File: src/rtl/audio_cmd_master.sv
// -----------------------------------------------------------------------------
// audio_cmd_master
//
// Wishbone initiator that forwards game-logic sound events to the audio
// peripheral. Each accepted event code is queued in a small FIFO and later
// issued as a single Wishbone write of {28'h0, code} to SEL_ADR. A per-cycle
// ack timeout and an optional read-back check flag a stuck or misbehaving
// slave through the sticky err_o.
//
// Optional feature macro: AUDIO_CMD_READBACK_EN
//   defined   : every write is followed by a read of SEL_ADR; the returned
//               word must equal {28'h0, code}, otherwise err_o is set.
//   undefined : WRITE goes straight to GAP; wb_we_o is 1 whenever wb_cyc_o is.
//
// Handshakes:
//   Event side is valid/ready: an event is transferred on a rising edge where
//   evt_valid_i && evt_ready_o; evt_code_i must be valid while evt_valid_i is
//   high, and when evt_ready_o is low the request is ignored (not held off).
//   Bus side is classic Wishbone: cyc/stb stay high until the edge that
//   samples wb_ack_i = 1; we/adr/dat are stable for the whole bus cycle.
//
// Ports:
//   wb_clk_i     clock, all logic on the rising edge
//   wb_rst_i     synchronous reset, active low
//   evt_valid_i  event request
//   evt_code_i   4-bit sound code (0 = stop audio)
//   evt_ready_o  FIFO not full
//   wb_cyc_o     bus cycle
//   wb_stb_o     strobe (always equal to wb_cyc_o)
//   wb_we_o      1 = write, 0 = read
//   wb_adr_o     constant SEL_ADR
//   wb_dat_o     {28'h0, current command}
//   wb_dat_i     read data from the slave
//   wb_ack_i     slave acknowledge
//   busy_o       registered: engine not idle or FIFO not empty
//   err_o        sticky error flag
//   err_clr_i    clears err_o (a same-cycle set wins)
//   dbg_state    current FSM state, for debug/checkers
// -----------------------------------------------------------------------------
module audio_cmd_master #(
  parameter int         FIFO_DEPTH = 4,
  parameter int         TIMEOUT    = 255,
  parameter logic [7:0] SEL_ADR    = 8'h00
) (
  input  logic        wb_clk_i,
  input  logic        wb_rst_i,
  input  logic        evt_valid_i,
  input  logic [3:0]  evt_code_i,
  output logic        evt_ready_o,
  output logic        wb_cyc_o,
  output logic        wb_stb_o,
  output logic        wb_we_o,
  output logic [7:0]  wb_adr_o,
  output logic [31:0] wb_dat_o,
  input  logic [31:0] wb_dat_i,
  input  logic        wb_ack_i,
  output logic        busy_o,
  output logic        err_o,
  input  logic        err_clr_i,
  output logic [1:0]  dbg_state
);

  localparam int AW = $clog2(FIFO_DEPTH);
  localparam logic [AW:0] PTR_ONE  = 1;
  localparam logic [9:0]  TMO_LAST = 10'(TIMEOUT - 1);

  typedef enum logic [1:0] {
    S_IDLE   = 2'd0,
    S_WRITE  = 2'd1,
    S_VERIFY = 2'd2,
    S_GAP    = 2'd3
  } state_t;

  state_t      state;
  logic [3:0]  mem [FIFO_DEPTH];
  logic [AW:0] wr_ptr;
  logic [AW:0] rd_ptr;
  logic [3:0]  cmd_q;
  logic [9:0]  tmo_cnt;
  logic        cyc_q;
  logic        we_q;
  logic        busy_q;
  logic        err_q;

  logic fifo_empty;
  logic fifo_full;
  logic push;

  // Extra wrap bit distinguishes full from empty when the indices match.
  assign fifo_empty = (wr_ptr == rd_ptr);
  assign fifo_full  = (wr_ptr[AW] != rd_ptr[AW]) &&
                      (wr_ptr[AW-1:0] == rd_ptr[AW-1:0]);
  assign push       = evt_valid_i && !fifo_full;

  // Storage needs no reset: the pointers define what is valid.
  always_ff @(posedge wb_clk_i) begin
    if (push) begin
      mem[wr_ptr[AW-1:0]] <= evt_code_i;
    end
  end

  always_ff @(posedge wb_clk_i) begin
    if (!wb_rst_i) begin
      state   <= S_IDLE;
      wr_ptr  <= '0;
      rd_ptr  <= '0;
      cmd_q   <= '0;
      tmo_cnt <= '0;
      cyc_q   <= 1'b0;
      we_q    <= 1'b0;
      busy_q  <= 1'b0;
      err_q   <= 1'b0;
    end else begin
      // busy is registered from the current state, so it trails the FSM by
      // one cycle.
      busy_q <= (state != S_IDLE) || !fifo_empty;

      if (push) begin
        wr_ptr <= wr_ptr + PTR_ONE;
      end

      // Clear first; any error set below overrides it in the same cycle.
      if (err_clr_i) begin
        err_q <= 1'b0;
      end

      case (state)
        S_IDLE: begin
          if (!fifo_empty) begin
            cmd_q   <= mem[rd_ptr[AW-1:0]];
            rd_ptr  <= rd_ptr + PTR_ONE;
            tmo_cnt <= '0;
            cyc_q   <= 1'b1;
            we_q    <= 1'b1;
            state   <= S_WRITE;
          end
        end

        S_WRITE: begin
          if (wb_ack_i) begin
`ifdef AUDIO_CMD_READBACK_EN
            // Keep cyc/stb asserted and turn the cycle into a read.
            we_q    <= 1'b0;
            tmo_cnt <= '0;
            state   <= S_VERIFY;
`else
            cyc_q   <= 1'b0;
            we_q    <= 1'b0;
            state   <= S_GAP;
`endif
          end else if (tmo_cnt == TMO_LAST) begin
            // Timed-out command is dropped, not retried.
            cyc_q <= 1'b0;
            we_q  <= 1'b0;
            err_q <= 1'b1;
            state <= S_GAP;
          end else begin
            tmo_cnt <= tmo_cnt + 10'd1;
          end
        end

`ifdef AUDIO_CMD_READBACK_EN
        S_VERIFY: begin
          if (wb_ack_i) begin
            if (wb_dat_i != {28'h0, cmd_q}) begin
              err_q <= 1'b1;
            end
            cyc_q <= 1'b0;
            state <= S_GAP;
          end else if (tmo_cnt == TMO_LAST) begin
            cyc_q <= 1'b0;
            err_q <= 1'b1;
            state <= S_GAP;
          end else begin
            tmo_cnt <= tmo_cnt + 10'd1;
          end
        end
`endif

        // One idle bus cycle lets the slave's ack flop drop before the next
        // command starts.
        S_GAP: begin
          state <= S_IDLE;
        end

        default: begin
          state <= S_IDLE;
        end
      endcase
    end
  end

`ifndef AUDIO_CMD_READBACK_EN
  // Read data is only consumed by the read-back check.
  logic unused_rdata;
  assign unused_rdata = &{1'b0, wb_dat_i};
`endif

  assign evt_ready_o = !fifo_full;
  assign wb_cyc_o    = cyc_q;
  assign wb_stb_o    = cyc_q;
  assign wb_we_o     = we_q;
  assign wb_adr_o    = SEL_ADR;
  assign wb_dat_o    = {28'h0, cmd_q};
  assign busy_o      = busy_q;
  assign err_o       = err_q;
  assign dbg_state   = state;

endmodule

File: config.mk
export PLATFORM = sky130hd
export DESIGN_NAME = audio_cmd_master
export DESIGN_NICKNAME = d
export VERILOG_FILES = /design/src/rtl/audio_cmd_master.sv
export SDC_FILE = /design/constraint.sdc
export NUM_CORES = 1
export LEC_CHECK = 0
export BUFFER_PORTS_ARGS = -buffer_cell sky130_fd_sc_hd__buf_4
export CAP_MARGIN = 0
export CORE_ASPECT_RATIO = 0.8
export CORE_MARGIN = 10
export CORE_UTILIZATION = 35
export CTS_CLUSTER_SIZE = 10
export DETAILED_ROUTE_END_ITERATION = 16
export PLACE_DENSITY_LB_ADDON = 0.05
export SKIP_CTS_REPAIR_TIMING = 1
export SYNTH_ARGS = -nofsm -noshare
export SYNTH_HDL_FRONTEND = slang
export SYNTH_SLANG_ARGS = --single-unit
File: constraint.sdc
create_clock -name wb_clk_i -period 2.99 [get_ports wb_clk_i]
set_input_delay 0.598 -clock wb_clk_i [delete_from_list [all_inputs] [get_ports wb_clk_i]]
set_output_delay 0.598 -clock wb_clk_i [all_outputs]
set_load 0.02 [all_outputs]
== Word-level counts from Yosys, hierarchy flattened ==
Memory sizes are Yosys's and may differ from the RTL's. A register that Yosys moved wholly into a read port is not among the register bits.
Index checks and enable logic that the tools add are counted.
Widths: inputs -> output; s select.
Word-level totals
  bits in registers: 21
  bits in writable memories: 16
  bits of input ports: 41
  output and inout port bits: 48
  logic and storage cells: 52
  memories: 1
Memory list
  mem: words 4, bits a word 4, rd ports 1, clocked after memory_dff 1, write ports 1, RTL line 75  | logic [3:0] mem [FIFO_DEPTH];
Operators by class
  $add $sub $neg: 3
  equal/unequal tests: 9
  mux-type cells: 18
  bitwise operators: 1
  reductions and logical operators: 13
Operator list (number)
  $mux 10: 3
  $pmux 10 s2: 1
  $add 10x1->10 const B: 1
  $eq 10x8->1 const B: 1
  $mux 1: 9
  $add 3x1->3 const B: 2
  $mux 2: 3
  $ne 2x2->1 const B: 3
  $pmux 2 s2: 1
  $reduce_and 2->1: 2
  $reduce_and 4->1: 1
  $reduce_bool 2->1: 2
  $eq 3x3->1: 1
  $logic_not 1->1: 3
  $ne 3x3->1 const B: 1
  $reduce_and 3->1: 1
  $eq 2x1->1 const B: 1
  $eq 2x2->1: 1
  $logic_and 1x1->1: 2
  $logic_not 2->1: 1
  $pmux 1 s2: 1
  $logic_or 1x1->1: 1
  $ne 1x1->1: 1
  $not 1->1: 1

== Logic depth before layout (Yosys ltp) ==
Gate-level depths: netlist of run 1.
  depth after elaboration: 6
  gate-level depth with buffers: 6
  depth with buffers taken out: 6

== Worst setup path before layout of run 1 ==
No wires, ideal clock.
  path kind: input to register
  from: input port wb_ack_i
  to: register tmo_cnt[5]
  library setup time: 0.122 ns
  data arrival time: 1.668 ns
  required time: 2.868 ns
  setup slack: 1.201 ns
  stages: 4
  path buffers: 0
  cell sequence: nor3b_1 -> o31a_1 -> nor2_2 -> o311a_1
On the way
  word-level cells in the longest chain between the ends: 2
Ends and longest elaborated chain
  start: declaration: RTL line 56  | input logic wb_ack_i,
  $ne 2x2->1 (no line)
  $reduce_and 4->1 (no line)
  end signal: assignment: RTL line 158  | tmo_cnt <= tmo_cnt + 10'd1;
  end: declaration: RTL line 79  | logic [9:0] tmo_cnt;
No other way between the ends.
A chain may end at the register's enable or synchronous reset.

== Worst setup path after layout of run 1 ==
  from: register rd_ptr[1]
  to: register tmo_cnt[5]
On the way
  word-level cells in the longest chain between the ends: 3
Ends and longest elaborated chain
  start: declaration: RTL line 77  | logic [AW:0] rd_ptr;
  start signal: assignment: RTL line 131  | rd_ptr <= rd_ptr + PTR_ONE;
  $eq 3x3->1: RTL line 90  | assign fifo_empty = (wr_ptr == rd_ptr);
  $ne 2x2->1 (no line)
  $reduce_and 4->1 (no line)
No other way between the ends.

==> results of run 1 <==
cell usage in the layout (no fill, tap or decap), drive strengths merged, types with 2 or more instances in the layout:
master	Yosys	layout
a21oi	3	3
inv	8	8
o21ai	5	5
mux2i	6	6
o221a	3	3
a31oi	3	3
xnor2	5	5
nand3	5	5
o31a	3	3
conb	1	36
nand4b	3	3
clkinv	1	3
ha	7	7
nand2	13	13
a311oi	2	2
and2	6	6
nor2	15	15
edfxtp	16	16
clkbuf	2	6
mux4	4	4
dfxtp	25	25
buf	40	23
layout make-up:
| type | instances | area (µm²) | share of cell area [%] |
|---|---|---|---|
| Multi-Input combinational cell | 142 | 962 | 41.1 |
| Clock buffer | 6 | 82.6 | 3.53 |
| Sequential cell | 41 | 981 | 41.9 |
| Inverter | 9 | 33.8 | 1.44 |
| Tap cell | 81 | 101 | 4.33 |
| Timing Repair Buffer | 23 | 173 | 7.37 |
| Clock inverter | 2 | 8.76 | 0.374 |
worst max path at each step:
stage          depth (start not counted)  slack, ns         end       from
2_1_floorplan                          4       1.20  tmo_cnt[5]   wb_ack_i
3_3_place_gp                           4       0.82  tmo_cnt[5]  rd_ptr[1]
3_5_place_dp                           5       0.81   rd_ptr[1]  rd_ptr[1]
4_1_cts                                4       0.78  tmo_cnt[5]  rd_ptr[1]
5_1_grt                                5       0.67    cmd_q[3]  rd_ptr[1]
6_report                               4       0.79  tmo_cnt[5]  rd_ptr[1]
sequential cells by signal, indices dropped and copies added (netlist names):
signal	flops
wr_ptr	3
mem	16
tmo_cnt	10
cmd_q	4
err_o	1
wb_we_o	1
busy_o	1
rd_ptr	3
dbg_state	2
worst reg2reg max path: cells and delay by family, from the launching register on:
kind / cells / cell delay [ns]
AND/OR/NAND/NOR: 1 / 0.18
XOR/XNOR: 1 / 0.22
flip-flops: 1 / 0.54
AO/OA/AOI/OAI: 2 / 1.15
logic make-up after synthesis:
family	Yosys count	synth area share, %
AOI/OAI and AO/OA	30	11.7
xor gates and xnor gates	6	2.44
adders and majority gates	7	4.06
buffers and inverters	51	16.0
DFF	41	45.5
muxes	10	7.48
other	1	0.174
and+or+nand+nor	53	12.7
routing by layer:
layer	part of all wire, %	track usage (%)	vias to the layer above
met5	0	0	-
met4	2.1	4.67	0
met3	9.5	3.42	9
met2	47	16.5	61
met1	42	11.8	730
li1	-	-	688
metrics by stage:
step / utilization (%) / hold slack [ns] / setup slack [ns]
6_report: 39.4 / 0.505 / 0.790
5_1_grt: 39.4 / 0.496 / 0.670
4_1_cts: 39.4 / 0.494 / 0.780
3_5_place_dp: 37.9 / 0.492 / 0.811
3_3_place_gp: 37.9 / 0.481 / 0.817
2_1_floorplan: - / 0.465 / 1.20
power groups by stage:
stage / sequential [mW] / clock [mW] / combinational, mW
after floorplan: 0.771 / 0 / 0.444
after global placement: 0.735 / 0 / 0.628
after detailed placement: 0.738 / 0 / 0.632
after CTS: 0.725 / 0.391 / 0.635
after global routing: 0.738 / 0.412 / 0.691
final: 0.723 / 0.373 / 0.629
==> results by stage, run 1 <==
Outcome:
- The flow ran to the end, and the final reports show no timing, DRC or antenna violations.

Clock tree:
- The clock passes through at most 2 buffers.
- After clock tree synthesis, the clock-pin slew on the worst setup and hold paths is 0.08 ns.
- The clock net sink count is just over 40.
- The H-tree level count is 2.
- Clock tree synthesis inserted a total of 5 buffers.
- TritonCTS built the clock tree.
- The latest clock arrival within the worst-skew pair is 0.30 ns.
- The cell sitting at the root of the clock tree is a sky130_fd_sc_hd__clkbuf_8.

Flow run:
- Across the run, the number of max-cap violations was 0.

Setup path:
- Traced cell by cell, the critical path runs through xnor2_1 -> a311oi_2 -> nor2_2 -> o311a_1.
- The critical path data required time is roughly 3.2 ns.
- The cell with the largest stage delay on the worst path is sky130_fd_sc_hd__a311oi_2.
- The flop-to-flop setup slack is approximately 0.79 ns.
- The type of origin of the critical path is a flip-flop.
- In this run the critical register-to-register path is captured at tmo_cnt[5].
- Of all nets on the critical path, the largest fanout is 7.
- Broken down by cell family, the worst path's largest delay share belongs to compound AO/OA/AOI/OAI gates.
- The critical path contains buffers and inverters numbering 0 combined.
- The worst register-to-register path begins at rd_ptr[1].
- The data arrival time of the critical path is 2.38 ns.
- The depth of the most critical reg-to-reg path is 4.
- The worst setup path is captured at a flip-flop.
- The critical path class is flip-flop to flip-flop.
- The delay of the slowest cell on the worst path is slightly below 0.8 ns.

Detailed routing:
- The detail route stage leaves a number of antenna-violating nets equal to 0.
- Summed over all layers, the routed wires come to between 4000 and 5000 µm.
- The average wire per cell in the routed design is between 15 and 20 µm.
- Before antenna repair, the detailed router went through 5 iterations.
- For this block, the initial DRC count from the detailed router was 84.
- The post-route DRC violation count is 0.
- Across all layers, the routed design uses about 1500 vias.
- In the routed layout, each cell is associated on average with a via count of around 4.9.

Min path:
- The cell depth of the worst min-delay path is 1.
- The hold-critical path endpoint is mem[3][1].
- The class of the tightest hold or removal check is input port to flip-flop.
- The startpoint of the worst hold path is evt_code_i[1].

Finish:
- The net count of the finished layout is 270.
- After filler insertion, the fill cell instance count of the layout stands at 621.
- The fraction of final layout cells with drive strength greater than 1 is 17.5%.
- The number of antenna diodes in the final layout is 0.
- The cell area after layout is about 2300 µm².
- The count of cells in the finished layout, fillers not included, comes to 304.
- The area growth from synthesis to final layout is 8.58%.

Timing:
- The normalized max-slew margin is 44.7%.
- The maximum clock frequency is between 400 and 500 MHz.
- Dividing the final minimum period by the clock period gives between 70% and 80%.
- The total count of max-transition violations in the final report is 0.
- Setup repair after global routing left no endpoint under its margin.
- The setup violation total in the final timing report is 0.
- The total negative setup slack is 0 ns.
- For the final database, setup skew stands at 0.00567 ns.
- For the pin with the worst max-slew slack, the measured transition is between 0.8 and 0.9 ns.
- The total count of hold-check failures in the final report came to 0.
- The final period demand of the worst path is around 2.2 ns.

Pwr:
- Power comes to around 1.7 mW.
- Net switching is around 37% of the power.
- In this run the power density over the cells is roughly 740 nW/µm².
- The share of total power dissipated in sequential elements is 41.9%.
- The switching power is approximately 0.63 mW.
- In this run the static leakage power is about 0.92 nW.
- The maximum vdd drop is about 0.34 mV.
- The cell-internal power is around 1.1 mW.
- Of the total power, combinational logic draws between 30 and 40%.
- Of the total power, the clock network draws 21.6%.

Floorplanning:
- The width of the die is between 100 and 150 µm.
- The initial utilization of the core area, before any placement, comes to 36.3%.
- The vertical die dimension is around 90 µm.
- The die covers slightly below 10000 µm².
- The number of rows created at floorplan is 25.
- 89 I/O pins were placed.
- The area inside the core boundary is around 5900 µm².

Synthesis:
- Of all flip-flops after synthesis, the portion carrying an async set or reset was 0%.
- The mapped netlist covers between 2000 and 2500 µm².
- The dominant register cell in the synthesized netlist is sky130_fd_sc_hd__dfxtp_1.
- The commonest cells after synthesis are sky130_fd_sc_hd__buf_4 (39), sky130_fd_sc_hd__dfxtp_1 (25), sky130_fd_sc_hd__edfxtp_1 (16).
- The number of synthesized register bits is between 40 and 50.
- Sequential elements use a little under half of the synthesized area.
- Summed over all instances, the cell type with the most area after synthesis is sky130_fd_sc_hd__dfxtp_1.
- The number of distinct library cell variants in the gate-level netlist after synthesis is a little under 50.
- The number of enable-type register cells in the synthesized netlist is 16.
- The most common cell in the synthesized netlist is sky130_fd_sc_hd__buf_4.
- The number of cells produced by synthesis is ~200.
- Yosys attributes the largest share of cell area to sky130_fd_sc_hd__dfxtp_1 (23%), sky130_fd_sc_hd__edfxtp_1 (22%), sky130_fd_sc_hd__buf_4 (14%).
- A synthesized cell averages about 11 µm².
- The warning count from the yosys run is 0.
- The portion of synthesized cell area occupied by the leading cell type is about 23%.

Placement:
- The detailed placer's ending HPWL is between 3000 and 4000 µm.
- The number of placed instances, taps included, is around 300.
- The total of buffers placed on input and output ports is 20.
- Routability-driven placement finished with a final weighted congestion of 0.802.
- Summing all placed instances gives a cell area of ~2300 µm².

GRT:
- The initial antenna violation count is 0.
- The via count of the first global-routing pass is ~1500.
- The aggregate global-route resource usage is between 10% and 20%.
- The global-route wire length before repair is 7800 µm.
- Entering global routing, the biggest net connects 17 pins.
- For this run the aggregate overflow at the end of global routing stands at 0.
Note: power is estimated with default switching activity, not from simulation.
==> run 2: changes to the inputs <==
clock period = 2.2 ns   (was 2.99 ns; I/O delays follow)
==> run 2 against run 1 <==
  * Cell count is 0.99% higher
  * Clock power is 31% higher
  * Critical path depth is 2 higher
  * Highest routed layer unchanged
  * Flip-flop and latch count stayed put
  * Sequential share of layout area is 0.31 points lower
  * Hold slack worse by 0.16 ns
==> results by stage, run 2 (synthesis results as in run 1) <==
Outcome:
- The run finished with clean final reports.

Setup path:
- The type of origin of the critical path is a flip-flop.
- The data arrival time of the critical path was 2.13 ns (-0.25 ns).
- The depth of the most critical reg-to-reg path came to 6 (+2).
- The flop-to-flop setup slack is 0.28 ns (-0.51 ns).
- The largest fanout of any net on the critical path is 9 (+2).
- The critical path class is flip-flop to flip-flop.
- The worst setup path is captured at a flip-flop.
- The critical path data required time came to 2.40 ns (-0.77 ns).
- The startpoint of the worst-slack reg-to-reg timing path is tmo_cnt[0].
- The capture point of the worst reg-to-reg path is tmo_cnt[7].

Timing:
- The total count of hold-check failures in the final report was 0 (unchanged).
- The total count of max-transition violations in the final report came to 0 (unchanged).
- Setup repair after global routing left no endpoint under its margin.
- The total negative setup slack is 0 ns (unchanged).
- The share of the clock period used by the worst path is 87.4% (+14 points).
- The final period demand of the worst path was 1.92 ns (-0.277 ns).
- The setup violation total in the final timing report came to 0 (unchanged).
- The maximum clock frequency is 520 MHz (+14%).
- The final worst clock skew is 0.00927 ns (+0.00360 ns).

Floorplanning:
- The width of the die is 108 µm (unchanged).
- The area inside the core boundary came to 5940 µm² (unchanged).
- The number of rows created at floorplan is 25 (unchanged).
- The count of boundary I/O pins came to 89 (unchanged).
- The starting utilization of the core area was 36.3% (unchanged).
- The vertical die dimension is 90.2 µm (unchanged).
- The area of the die came to 9720 µm² (unchanged).

Min path:
- For hold timing, the worst endpoint is mem[1][3].
- The class of the tightest hold or removal check is input port to flip-flop.
- The startpoint of the worst hold path is evt_code_i[3].
- The cell depth of the worst min-delay path came to 1 (unchanged).

Placement:
- The cell area after placement is 2270 µm² (+1.0%).
- The total of buffers placed on input and output ports is 20 (unchanged).
- The detailed placer's ending HPWL is 3590 µm (-2.3%).
- The final weighted congestion in routability-driven placement is 0.817 (+1.9%).

Pwr:
- The switching power was 0.878 mW (+38%).
- The total power draw is 2.35 mW (+36%).
- The clock network fraction of design power is 20.9% (-0.7 points).
- The net switching fraction of the power is 37.4% (+0.69 points).
- The cell-internal power is 1.47 mW (+34%).
- The maximum vdd drop is 0.327 mV (-2.5%).
- The portion of total power attributed to combinational logic is 37.7% (+1.2 points).
- The part of the power in registers is 41.4% (-0.5 points).
- The areal power density over the cells is 994 nW/µm² (+35%).
- The static leakage is 0.926 nW (+1.2%).

Detailed routing:
- The antenna violation net count after detailed routing is 0 (unchanged).
- The post-route DRC violation count is 0 (unchanged).
- The detailed router's first-iteration violation count is 65 (-23%).
- The via count of the routed design is 1436 (-3.5%).
- The total routed wirelength was 4650 µm (-3.6%).
- The ratio of routed vias to standard cells is 4.68 (-4.4%).
- The average wire per cell in the routed design is 15.2 µm (-4.5%).
- The detailed-router iteration count before antenna repair is 4 (-1).

Finish:
- The number of fill cells is 594 (-4.3%).
- The fraction of final layout cells with drive strength greater than 1 is 19.0% (+1.5 points).
- The library cells used most frequently in the layout, excluding fill and tap cells, are sky130_fd_sc_hd__conb_1 (36), sky130_fd_sc_hd__buf_4 (26), sky130_fd_sc_hd__dfxtp_1 (25), sky130_fd_sc_hd__edfxtp_1 (16), sky130_fd_sc_hd__nor2_1 (14).
- The number of inserted diodes is 0 (unchanged).
- The cell area after layout is 2360 µm² (+0.75%).
- From synthesis to final layout, the design area changed by 9.40%.
- The library cell used most frequently in the layout, excluding fill and tap cells, is sky130_fd_sc_hd__conb_1.
- The number of flip-flops in the largest register is 16 (unchanged).
- The number of nets in the layout is 273 (+1.1%).

Clock tree:
- The number of buffers between clock root and the deepest sink came to 2 (unchanged).
- The latest clock arrival within the worst-skew pair came to 0.29 ns (about the same).
- The total clock buffers created by CTS came to 5 (unchanged).
- The H-tree level count is 2 (unchanged).
- Clock tree synthesis selected as its root buffer the cell sky130_fd_sc_hd__clkbuf_8.
- The clock tree from TritonCTS is done.
- The clock-pin slew reported for the worst setup and hold paths after clock tree synthesis came to 0.08 ns (about the same).
- The clock net sink count is 41 (unchanged).

GRT:
- The via count of the first global-routing pass came to 1529 (+1.9%).
- The initial antenna violation count is 0 (unchanged).
- The final global-route overflow total was 0 (unchanged).
- The aggregate global-route resource usage was 9.86% (-0.33 points).
- The global-route wire length before repair is 7670 µm (-1.8%).
- The pin count of the biggest net entering global routing is 17 (unchanged).

Flow run:
- The number of maximum-capacitance violations is 0 (unchanged).
run 2: power by group through the flow:
| stage | Sequential [mW] | Clock, mW | Combinational [mW] |
|---|---|---|---|
| after detailed placement | 0.991 | 0 | 0.886 |
| after global routing | 0.988 | 0.539 | 0.970 |
| final | 0.972 | 0.490 | 0.883 |
| after floorplan | 1.05 | 0 | 0.603 |
| after global placement | 0.986 | 0 | 0.877 |
| after CTS | 0.975 | 0.505 | 0.890 |
run 2: worst max path at each step:
stage                 end  depth (start not counted)          from  slack [ns]
2_1_floorplan  tmo_cnt[5]                          4  dbg_state[0]        0.45
3_3_place_gp   tmo_cnt[7]                          6    tmo_cnt[0]        0.36
3_5_place_dp   tmo_cnt[7]                          6    tmo_cnt[0]        0.31
4_1_cts        tmo_cnt[7]                          6    tmo_cnt[0]        0.28
5_1_grt        tmo_cnt[7]                          5    tmo_cnt[1]        0.09
6_report       tmo_cnt[7]                          6    tmo_cnt[0]        0.28
run 2: final cells by class:
type / instances / area (µm²) / share of cell area (%)
multi-input combinational: 142 / 962 / 40.8
tap: 81 / 101 / 4.29
clock inverter: 3 / 17.5 / 0.742
clock buffer: 5 / 68.8 / 2.92
sequential: 41 / 981 / 41.6
timing repair buffer: 26 / 195 / 8.27
inverter: 9 / 33.8 / 1.43
run 2: metal layers:
| layer | vias to the layer above | global-route usage, % | part of all wire [%] |
|---|---|---|---|
| met5 | - | 0 | 0 |
| met4 | 0 | 5.00 | 1.8 |
| met3 | 7 | 3.21 | 7.5 |
| met2 | 37 | 15.4 | 45 |
| met1 | 704 | 11.8 | 46 |
| li1 | 688 | - | - |
run 2: metrics by stage:
step	worst slack, ns	hold slack, ns	utilization (%)	instances
CTS	0.283	0.334	39.7	307
detailed placement	0.307	0.495	38.3	299
global route	0.0906	0.333	39.7	307
global placement	0.356	0.479	38.3	299
finish	0.277	0.340	39.7	307
floorplan	0.454	0.465	-	234
run 2: critical path, stage by stage, from the launching register on:
cell	delay [ns]
sky130_fd_sc_hd__dfxtp_1	0.36
sky130_fd_sc_hd__inv_1	0.09
sky130_fd_sc_hd__ha_1	0.15
sky130_fd_sc_hd__nand4b_1	0.22
sky130_fd_sc_hd__o31ai_4	0.53
sky130_fd_sc_hd__nand2b_2	0.20
sky130_fd_sc_hd__a221oi_1	0.29
==> run 3: changes to the inputs <==
BUFFER_PORTS_ARGS = -buffer_cell sky130_fd_sc_hd__buf_2   (was -buffer_cell sky130_fd_sc_hd__buf_4)
==> run 3 against run 2 <==
  * Hold slack improved by 0.021 ns
  * Sequential power about the same
  * Core utilization decreased by 0.72 points
  * Clock power about the same
==> results by stage, run 3 (synthesis results as in run 1) <==
Outcome:
- The run finished with clean final reports.

Floorplanning:
- The area inside the core boundary is 5940 µm² (unchanged).
- The vertical die dimension is 90.2 µm (unchanged).
- The count of boundary I/O pins is 89 (unchanged).
- The area of the die was 9720 µm² (unchanged).
- The starting utilization of the core area was 36.3% (unchanged).
- The width of the die is 108 µm (unchanged).
- The number of rows created at floorplan came to 25 (unchanged).

Setup path:
- The largest fanout of any net on the critical path was 7 (-2).
- The worst setup path is launched from a flip-flop.
- STA classifies the critical path endpoint as a flip-flop.
- The critical path class is flip-flop to flip-flop.
- The startpoint identified for the worst register-to-register timing path is tmo_cnt[0].
- The number of buffer and inverter stages on the critical path is 1 (unchanged).
- The data arrival time of the critical path was 2.04 ns (-0.09 ns).
- The critical path data required time is 2.41 ns (about the same).
- The most critical setup path has its startpoint at tmo_cnt[0].
- The critical path goes through inv_1 -> ha_1 -> nand4b_1 -> o31ai_4 -> nand2b_2 -> a221oi_1.
- Grouping stages by cell kind, the critical path spends the most delay in compound AO/OA/AOI/OAI gates.
- The delay of the slowest cell on the worst path was 0.48 ns (-0.05 ns).
- Among all stages on the critical path, the largest delay is contributed by sky130_fd_sc_hd__o31ai_4.

Finish:
- The number of nets in the layout was 274 (+0.37%).
- The fraction of final layout cells with drive strength greater than 1 is 19.4% (+0.36 points).
- Compared with the post-synthesis result, the final layout area differs by 7.42%.
- The number of fill cells is 606 (+2.0%).
- Leaving out fill and tap cells, the most frequent cell in the layout is sky130_fd_sc_hd__conb_1.
- The number of flip-flops in the largest register is 16 (unchanged).
- The number of inserted diodes is 0 (unchanged).
- In the layout the commonest cells are sky130_fd_sc_hd__conb_1 (36), sky130_fd_sc_hd__dfxtp_1 (25), sky130_fd_sc_hd__buf_2 (20), sky130_fd_sc_hd__edfxtp_1 (16), sky130_fd_sc_hd__nor2_1 (14).
- The cell area after layout was 2320 µm² (-1.8%).

Pwr:
- The part of the power in registers is 41.8% (+0.4 points).
- The portion of total power attributed to combinational logic is 37.0% (-0.7 points).
- The areal power density over the cells is 1000 nW/µm² (+0.69%).
- The clock network fraction of design power came to 21.2% (+0.3 points).
- The maximum vdd drop is 0.369 mV (+13%).
- The cell-internal power came to 1.43 mW (-2.5%).
- The switching power is 0.888 mW (+1.2%).
- The net switching fraction of the power is 38.3% (+0.86 points).
- The static leakage came to 0.920 nW (-0.69%).

Clock tree:
- The clock root buffer is sky130_fd_sc_hd__clkbuf_8.
- The clock net sink count was 41 (unchanged).
- The number of buffers between clock root and the deepest sink is 2 (unchanged).
- The clock-pin slew reported for the worst setup and hold paths after clock tree synthesis came to 0.09 ns (about the same).
- The latest clock arrival within the worst-skew pair was 0.30 ns (about the same).
- The total clock buffers created by CTS is 5 (unchanged).
- The H-tree level count is 2 (unchanged).
- TritonCTS built the clock tree.

Placement:
- The total of buffers placed on input and output ports is 20 (unchanged).
- The detailed placer's ending HPWL is 3650 µm (+1.7%).
- The cell area after placement came to 2230 µm² (-1.9%).
- The final weighted congestion in routability-driven placement is 0.770 (-5.8%).

Timing:
- The total count of max-transition violations in the final report was 0 (unchanged).
- The total negative setup slack is 0 ns (unchanged).
- The final period demand of the worst path is 1.83 ns (-0.0926 ns).
- The share of the clock period used by the worst path was 83.2% (-4.2 points).
- The final worst clock skew was 0.0103 ns (+0.00107 ns).
- The total count of hold-check failures in the final report came to 0 (unchanged).
- The setup violation total in the final timing report is 0 (unchanged).
- Setup repair after global routing left no endpoint under its margin.
- The maximum clock frequency is 546 MHz (+5.1%).

Detailed routing:
- The ratio of routed vias to standard cells is 4.71 (+0.65%).
- The detailed-router iteration count before antenna repair came to 4 (unchanged).
- The via count of the routed design is 1450 (+0.97%).
- The detailed router's first-iteration violation count is 52 (-20%).
- The antenna violation net count after detailed routing is 0 (unchanged).
- The post-route DRC violation count came to 0 (unchanged).
- The average wire per cell in the routed design was 15.6 µm (+3.2%).
- The total routed wirelength is 4820 µm (+3.5%).

Flow run:
- The number of maximum-capacitance violations is 0 (unchanged).

GRT:
- The pin count of the biggest net entering global routing came to 17 (unchanged).
- The final global-route overflow total is 0 (unchanged).
- The initial antenna violation count is 0 (unchanged).
- The aggregate global-route resource usage is 10.0% (+0.19 points).
- The via count of the first global-routing pass is 1347 (-12%).
- The global-route wire length before repair is 7530 µm (-1.8%).

Min path:
- The startpoint of the worst hold path is evt_code_i[3].
- The tightest min-delay check is of the input port to flip-flop type.
-- run 3: cell count changes in the layout (fill, tap and decap cells not counted) --
cell / change
sky130_fd_sc_hd__buf_4: -19
sky130_fd_sc_hd__buf_2: +20
-- run 3: metrics by stage --
step	setup WS, ns	instances	utilization, %	total power [mW]	hold slack, ns
6_report	0.370	308	39.0	2.32	0.361
4_1_cts	0.346	308	39.0	2.35	0.352
3_3_place_gp	0.391	300	37.5	1.83	0.472
3_5_place_dp	0.386	300	37.5	1.85	0.479
2_1_floorplan	0.454	234	-	1.65	0.465
5_1_grt	0.171	308	39.0	2.48	0.355
-- run 3: power groups by stage --
stage                     clock network, mW  logic (mW)  registers (mW)
after CTS                             0.509       0.869           0.973
final                                 0.491       0.858           0.970
after floorplan                           0       0.603            1.05
after global placement                    0       0.850           0.983
after global routing                  0.546       0.941           0.989
after detailed placement                  0       0.865           0.988
-- run 3: area by class of cell --
cell class / count / area (µm²) / area share (%)
clock buffers: 5 / 68.8 / 2.97
clock inverters: 3 / 17.5 / 0.756
inverters: 9 / 33.8 / 1.46
multi-input cells: 142 / 962 / 41.5
flip-flops and latches: 41 / 981 / 42.3
well taps: 81 / 101 / 4.37
repair buffers: 27 / 153 / 6.59
-- run 3: final timing paths --
| path | endpoint | slack (ns) | cells after the start |
|---|---|---|---|
| worst min register to register | cmd_q[3] | 0.50 | 2 |
| worst max-delay path | tmo_cnt[7] | 0.37 | 6 |
| worst min-delay path | mem[0][3] | 0.36 | 1 |
| worst max register to register | tmo_cnt[7] | 0.37 | 6 |
-- run 3: worst register-to-register path: stages (launching register included) --
cell	delay, ns
sky130_fd_sc_hd__dfxtp_1	0.35
sky130_fd_sc_hd__inv_1	0.08
sky130_fd_sc_hd__ha_1	0.14
sky130_fd_sc_hd__nand4b_1	0.22
sky130_fd_sc_hd__o31ai_4	0.48
sky130_fd_sc_hd__nand2b_2	0.19
sky130_fd_sc_hd__a221oi_1	0.27
-- run 3: metal layers --
metal / wire [µm] / vias up / track usage (%)
met5: 0 / - / 0
met4: 74 / 0 / 4.33
met2: 2160 / 50 / 15.3
met3: 358 / 4 / 3.07
met1: 2220 / 695 / 12.7
li1: - / 701 / -
